`config.mk`:
```
export PLATFORM = sky130hd
export DESIGN_NAME = pipeline_hazard_ctrl
export DESIGN_NICKNAME = d
export VERILOG_FILES = /design/src/rtl/pipeline_hazard_ctrl.sv
export SDC_FILE = /design/constraint.sdc
export NUM_CORES = 1
export LEC_CHECK = 0
export CAP_MARGIN = 30
export CORE_UTILIZATION = 43
export CTS_CLUSTER_SIZE = 24
export DETAILED_ROUTE_END_ITERATION = 8
export PLACE_DENSITY = 0.84
export SYNTH_ARGS = -nofsm -noshare
export SYNTH_HDL_FRONTEND = slang
export SYNTH_SLANG_ARGS = --single-unit
```
`constraint.sdc`:
```
create_clock -name clk -period 3.13 [get_ports clk]
set_input_delay 0.313 -clock clk [delete_from_list [all_inputs] [get_ports clk]]
set_output_delay 0.313 -clock clk [all_outputs]
set_load 0.01 [all_outputs]
```
`src/rtl/pipeline_hazard_ctrl.sv`:
```
// rtl/pipeline_hazard_ctrl.sv - stall/flush sequencer for the 5-stage pipeline (optional FP_MULTICYCLE_EN)
module pipeline_hazard_ctrl #(
  parameter int FP_LATENCY  = 4,
  parameter int STALL_CNT_W = 16
) (
  input  logic                   clk,
  input  logic                   reset,
  input  logic [4:0]             dec_regA,
  input  logic [4:0]             dec_regB,
  input  logic                   dec_uses_regB,
  input  logic                   alu_valid,
  input  logic                   alu_MEM_R_EN,
  input  logic [4:0]             alu_regD,
  input  logic                   alu_is_float,
  input  logic                   branch_taken,
  input  logic                   mem_req,
  input  logic                   mem_ready,
  output logic                   EN_REG_FETCH,
  output logic                   EN_REG_DECODE,
  output logic                   EN_REG_ALU,
  output logic                   EN_REG_MEM,
  output logic                   bubble_decode,
  output logic                   bubble_alu,
  output logic                   bubble_mem,
  output logic [1:0]             ctrl_state,
  output logic [STALL_CNT_W-1:0] stall_cycles
);

  typedef enum logic [1:0] {
    ST_RUN      = 2'b00,
    ST_FP_BUSY  = 2'b01,
    ST_MEM_WAIT = 2'b10
  } state_t;

  localparam logic [STALL_CNT_W-1:0] STALL_ONE = {{(STALL_CNT_W-1){1'b0}}, 1'b1};

  state_t                  state_q, state_d;
  logic [STALL_CNT_W-1:0]  stall_q, stall_d;

  logic mem_stall;
  logic load_use;
  logic fp_start;

  logic en_fetch, en_decode, en_alu, en_mem;
  logic bub_dec, bub_alu, bub_mem;

  assign mem_stall = mem_req & ~mem_ready;
  assign load_use  = alu_valid & alu_MEM_R_EN & (alu_regD != 5'd0) &
                     ((alu_regD == dec_regA) | (dec_uses_regB & (alu_regD == dec_regB)));

`ifdef FP_MULTICYCLE_EN
  // fp_cnt counts the remaining ALU-occupancy cycles after the start cycle
  localparam logic [3:0] FP_INIT = (FP_LATENCY > 1) ? 4'(FP_LATENCY - 2) : 4'd0;
  logic [3:0] fp_cnt_q, fp_cnt_d;
  assign fp_start = alu_valid & alu_is_float & (FP_LATENCY > 1);
`else
  // float ops complete in one ALU cycle; the input and latency are don't-cares
  logic unused_fp;
  assign unused_fp = alu_is_float ^ (FP_LATENCY > 1);
  assign fp_start  = 1'b0;
`endif

  // Hazard arbitration: mem_stall > FP occupancy > branch > load-use
  always_comb begin
    en_fetch  = 1'b1;
    en_decode = 1'b1;
    en_alu    = 1'b1;
    en_mem    = 1'b1;
    bub_dec   = 1'b0;
    bub_alu   = 1'b0;
    bub_mem   = 1'b0;
    state_d   = state_q;
`ifdef FP_MULTICYCLE_EN
    fp_cnt_d  = fp_cnt_q;
`endif
    if (mem_stall) begin
      en_fetch  = 1'b0;
      en_decode = 1'b0;
      en_alu    = 1'b0;
      en_mem    = 1'b0;
      if (state_q == ST_RUN) state_d = ST_MEM_WAIT;
`ifdef FP_MULTICYCLE_EN
      // the float unit keeps computing while memory holds the pipe
      if (fp_cnt_q != 4'd0) fp_cnt_d = fp_cnt_q - 4'd1;
`endif
    end
`ifdef FP_MULTICYCLE_EN
    else if (state_q == ST_FP_BUSY) begin
      if (fp_cnt_q != 4'd0) begin
        en_fetch  = 1'b0;
        en_decode = 1'b0;
        en_alu    = 1'b0;
        bub_mem   = 1'b1;
        fp_cnt_d  = fp_cnt_q - 4'd1;
      end else begin
        state_d = ST_RUN;
      end
    end
`endif
    else begin
      // RUN, or the MEM_WAIT cycle in which memory completes
      state_d = ST_RUN;
      if (fp_start) begin
        en_fetch  = 1'b0;
        en_decode = 1'b0;
        en_alu    = 1'b0;
        bub_mem   = 1'b1;
`ifdef FP_MULTICYCLE_EN
        state_d   = ST_FP_BUSY;
        fp_cnt_d  = FP_INIT;
`endif
      end else if (branch_taken) begin
        bub_dec = 1'b1;
        bub_alu = 1'b1;
      end else if (load_use) begin
        en_fetch  = 1'b0;
        en_decode = 1'b0;
        bub_alu   = 1'b1;
      end
    end
    // reset forces a free-running pipe regardless of inputs
    if (reset) begin
      en_fetch  = 1'b1;
      en_decode = 1'b1;
      en_alu    = 1'b1;
      en_mem    = 1'b1;
      bub_dec   = 1'b0;
      bub_alu   = 1'b0;
      bub_mem   = 1'b0;
    end
  end

  // Saturating count of cycles the fetch stage is held
  always_comb begin
    stall_d = stall_q;
    if (!en_fetch && !(&stall_q)) stall_d = stall_q + STALL_ONE;
  end

  // Sequencer state and counters
  always_ff @(posedge clk or posedge reset) begin
    if (reset) begin
      state_q  <= ST_RUN;
      stall_q  <= '0;
`ifdef FP_MULTICYCLE_EN
      fp_cnt_q <= 4'd0;
`endif
    end else begin
      state_q  <= state_d;
      stall_q  <= stall_d;
`ifdef FP_MULTICYCLE_EN
      fp_cnt_q <= fp_cnt_d;
`endif
    end
  end

  assign EN_REG_FETCH  = en_fetch;
  assign EN_REG_DECODE = en_decode;
  assign EN_REG_ALU    = en_alu;
  assign EN_REG_MEM    = en_mem;
  assign bubble_decode = bub_dec;
  assign bubble_alu    = bub_alu;
  assign bubble_mem    = bub_mem;
  assign ctrl_state    = state_q;
  assign stall_cycles  = stall_q;

endmodule

```
==> metrics.txt, run 1 <==
worst clock skew=5.314 ps; HPWL Detailed=1.818 mm; Internal=0.0004154 W; drt via density=5.158; Critical path buffers and inverters=2; CP dominant cell by count=clkdlybuf4s50_1; final slew viol count=0; power share of the clock group=19.7%; worst endpoint data arrival time=2540 ps; leading cell type in the layout, fill and taps excluded=clkdlybuf4s50_1; Cell Rows=17; Comb pwr share=32.0%; RSZ-0062 raised after global routing=no; R2R setup slack=630 ps; setup bufs post-CTS=0; Core ar.=0.002212 sq mm; via count=913; # Max-Cap Violations=0; insertion delay to the later sink of the worst-skew pair=290 ps; GRT overflow=0; input/output buffers=45; ranking of synthesized cells by area=dfrtp_1, xnor2_1, xor2_1, nand4_1, nand2_1; Sequential Power Share=48.3%; CP Cell Sequence=clkdlybuf4s50_1, or4_1, nor2_1, nor3_1, a21boi_0, clkdlybuf4s50_1; startpoint types=input pin; IO Pins=~50; ANT nets after route=0; Routed WL=2.223 mm; YS warnings=0; Tot GR Track Use=between 20% and 30%; largest net degree at the start of global routing=17; Starting Density=45.42%; syn avg cell area=9.661 sq um; Num CTS Buffers=3; Setup crit end kind=output port; Post-CTS Resized=0; antenna cells=0; Min-Delay Path Class=input pin to async pin; Die W=50.34 um; RePlAce Congestion=0.8772; DR iter-0 viols=7; Max Fclk=350.0 MHz; wire per inst=about 13 um; FF+latch area=425.4 sq um; relative slew slack=between 50% and 60%; area growth from synthesis to layout=46.82%; CP Class=input pin to output port; Die H=50.34 um; Remaining DRCs=0; Nets=~180; minimum clock period=approximately 2900 ps; clock tree buffer depth=2; cell count after synthesis=104; Root Buffer Master=clkbuf_4; # setup viols final=0; sw frac=between 20% and 30%; Fillers=177; CTS tree=done; Clock Sinks=17; Final Total Pwr=0.0005886 W; Slowest-stage cell, CP=clkdlybuf4s50_1; Yosys top cell area share=42.34%; initial antenna violation count=0; DRT Pass-1 Iters=4; Distinct cells, synth=24; Synth Cell Area=0.001005 sq mm; VDD IR max=about 0.28 mV; Final Hold Vio Count=0; Synth Register Bits=17; die area=0.002534 sq mm; area of the multi-input gates=511.7 sq um; Crit path required time=2820 ps; LEAKAGE=0.6053 nW; CP max stage delay=620 ps; outcome=finished, final reports clean; # hold bufs at CTS=0; CP Max Fanout=3; commonest cells after routing, fill and taps aside=clkdlybuf4s50_1, dfrtp_1, xnor2_1; CTS H-tree lvls=1; pwr/cell area=399.0 mW/mm^2; NetSw=0.0001732 W; layout cell share with drive strength beyond 1=4.027%; measured slew at the worst slew-check pin=682.9 ps; Synth area leader=dfrtp_1; Crit path max-delay family=buffers and inverters; Final Cycle Share=91.29%; number of global-route vias before repair=around 860; sequential element share of the synthesized area=42.34%; global-route wire length before repair=between 3 and 4 mm; setup TNS=0 ps; Reg clk slew, reported paths=90 ps
-- cells in the mapped netlist, drive strengths merged --
master	n
nand3	3
o41ai	1
a21oi	1
nor4	1
buf	6
nand2	11
nand2b	2
a21boi	1
o22ai	1
or4	2
o21bai	1
ha	1
and3	5
xor2	10
mux2	1
conb	1
a32oi	1
nand4	9
dfrtp	17
nor3	4
nor2	6
inv	5
xnor2	14
-- cell type report --
type	instances	share of cell area (%)
multi-input combinational	77	34.69
tap	28	2.375
sequential	17	28.84
clock buffer	4	1.781
inverter	5	1.272
timing repair buffer	46	31.04
-- state kept, by name (all words and copies together), names as in the netlist --
signal	count
stall_cycles	16
ctrl_state	1
-- worst reg2reg max path, stage by stage, from the launching register on --
cell and delay [ps]:
dfrtp_1 420, ha_1 220, nand3_1 140, o41ai_1 130
or4_1 530, o22ai_2 520, mux2_2 420
-- metal layers --
layer | global-route usage (%) | share of wire (%) | vias up
met5 | 0 | 0 | -
met3 | 3.333 | 5.4 | 5
li1 | - | - | 440
met2 | 37.78 | 54 | 40
met4 | 8.796 | 1.9 | 0
met1 | 22.18 | 39 | 428
-- per-stage QoR --
step                      cells  area [sq um]  util [%]  worst slack [ps]  hold WS, ps
after detailed placement    173          1449     65.50             284.9        494.2
after floorplan             105          1008         -             901.9        260.7
after CTS                   177          1475     66.69             261.9        267.2
after global placement      173          1449     65.50             302.2        484.2
final                       177          1475     66.69             272.8        265.6
after global routing        177          1475     66.69             130.0        272.7
-- final timing paths --
kind                       cells past startpoint                      endpoint                    startpoint
max                                            6                 EN_REG_DECODE                   alu_regD[1]
min                                            2     ctrl_state[1]$_DFFE_PP0P_                         reset
max reg2reg                                    6   stall_cycles[1]$_DFFE_PP0P_   stall_cycles[0]$_DFFE_PP0P_
min reg2reg                                    1  stall_cycles[15]$_DFFE_PP0P_  stall_cycles[15]$_DFFE_PP0P_
max in group asynchronous                      3   stall_cycles[1]$_DFFE_PP0P_                         reset
min in group clk                               1  stall_cycles[15]$_DFFE_PP0P_  stall_cycles[15]$_DFFE_PP0P_
-- power by group through the flow --
stage | sequential, W | combinational (W) | clock [W]
3_5_place_dp | 0.000288 | 0.000190 | 0
2_1_floorplan | 0.000296 | 0.0000689 | 0
5_1_grt | 0.000290 | 0.000208 | 0.000128
4_1_cts | 0.000284 | 0.000190 | 0.000117
6_report | 0.000284 | 0.000188 | 0.000116
3_3_place_gp | 0.000285 | 0.000184 | 0
-- kinds of logic after synthesis --
family          share of synthesized area, %
simple gates                           21.92
xor+xnor                               20.92
flops                                  42.34
buf+inv                                7.099
compound gates                         4.982
fa+ha+maj                              1.245
other cells                           0.3732
mux                                    1.121
Power figures use the tool's default switching activity.
==> inputs of run 2 (changes only) <==
- SKIP_CTS_REPAIR_TIMING: unset -> 1
==> results of run 2 <==
Final layout, timing and power as in run 1 (identical DEF).
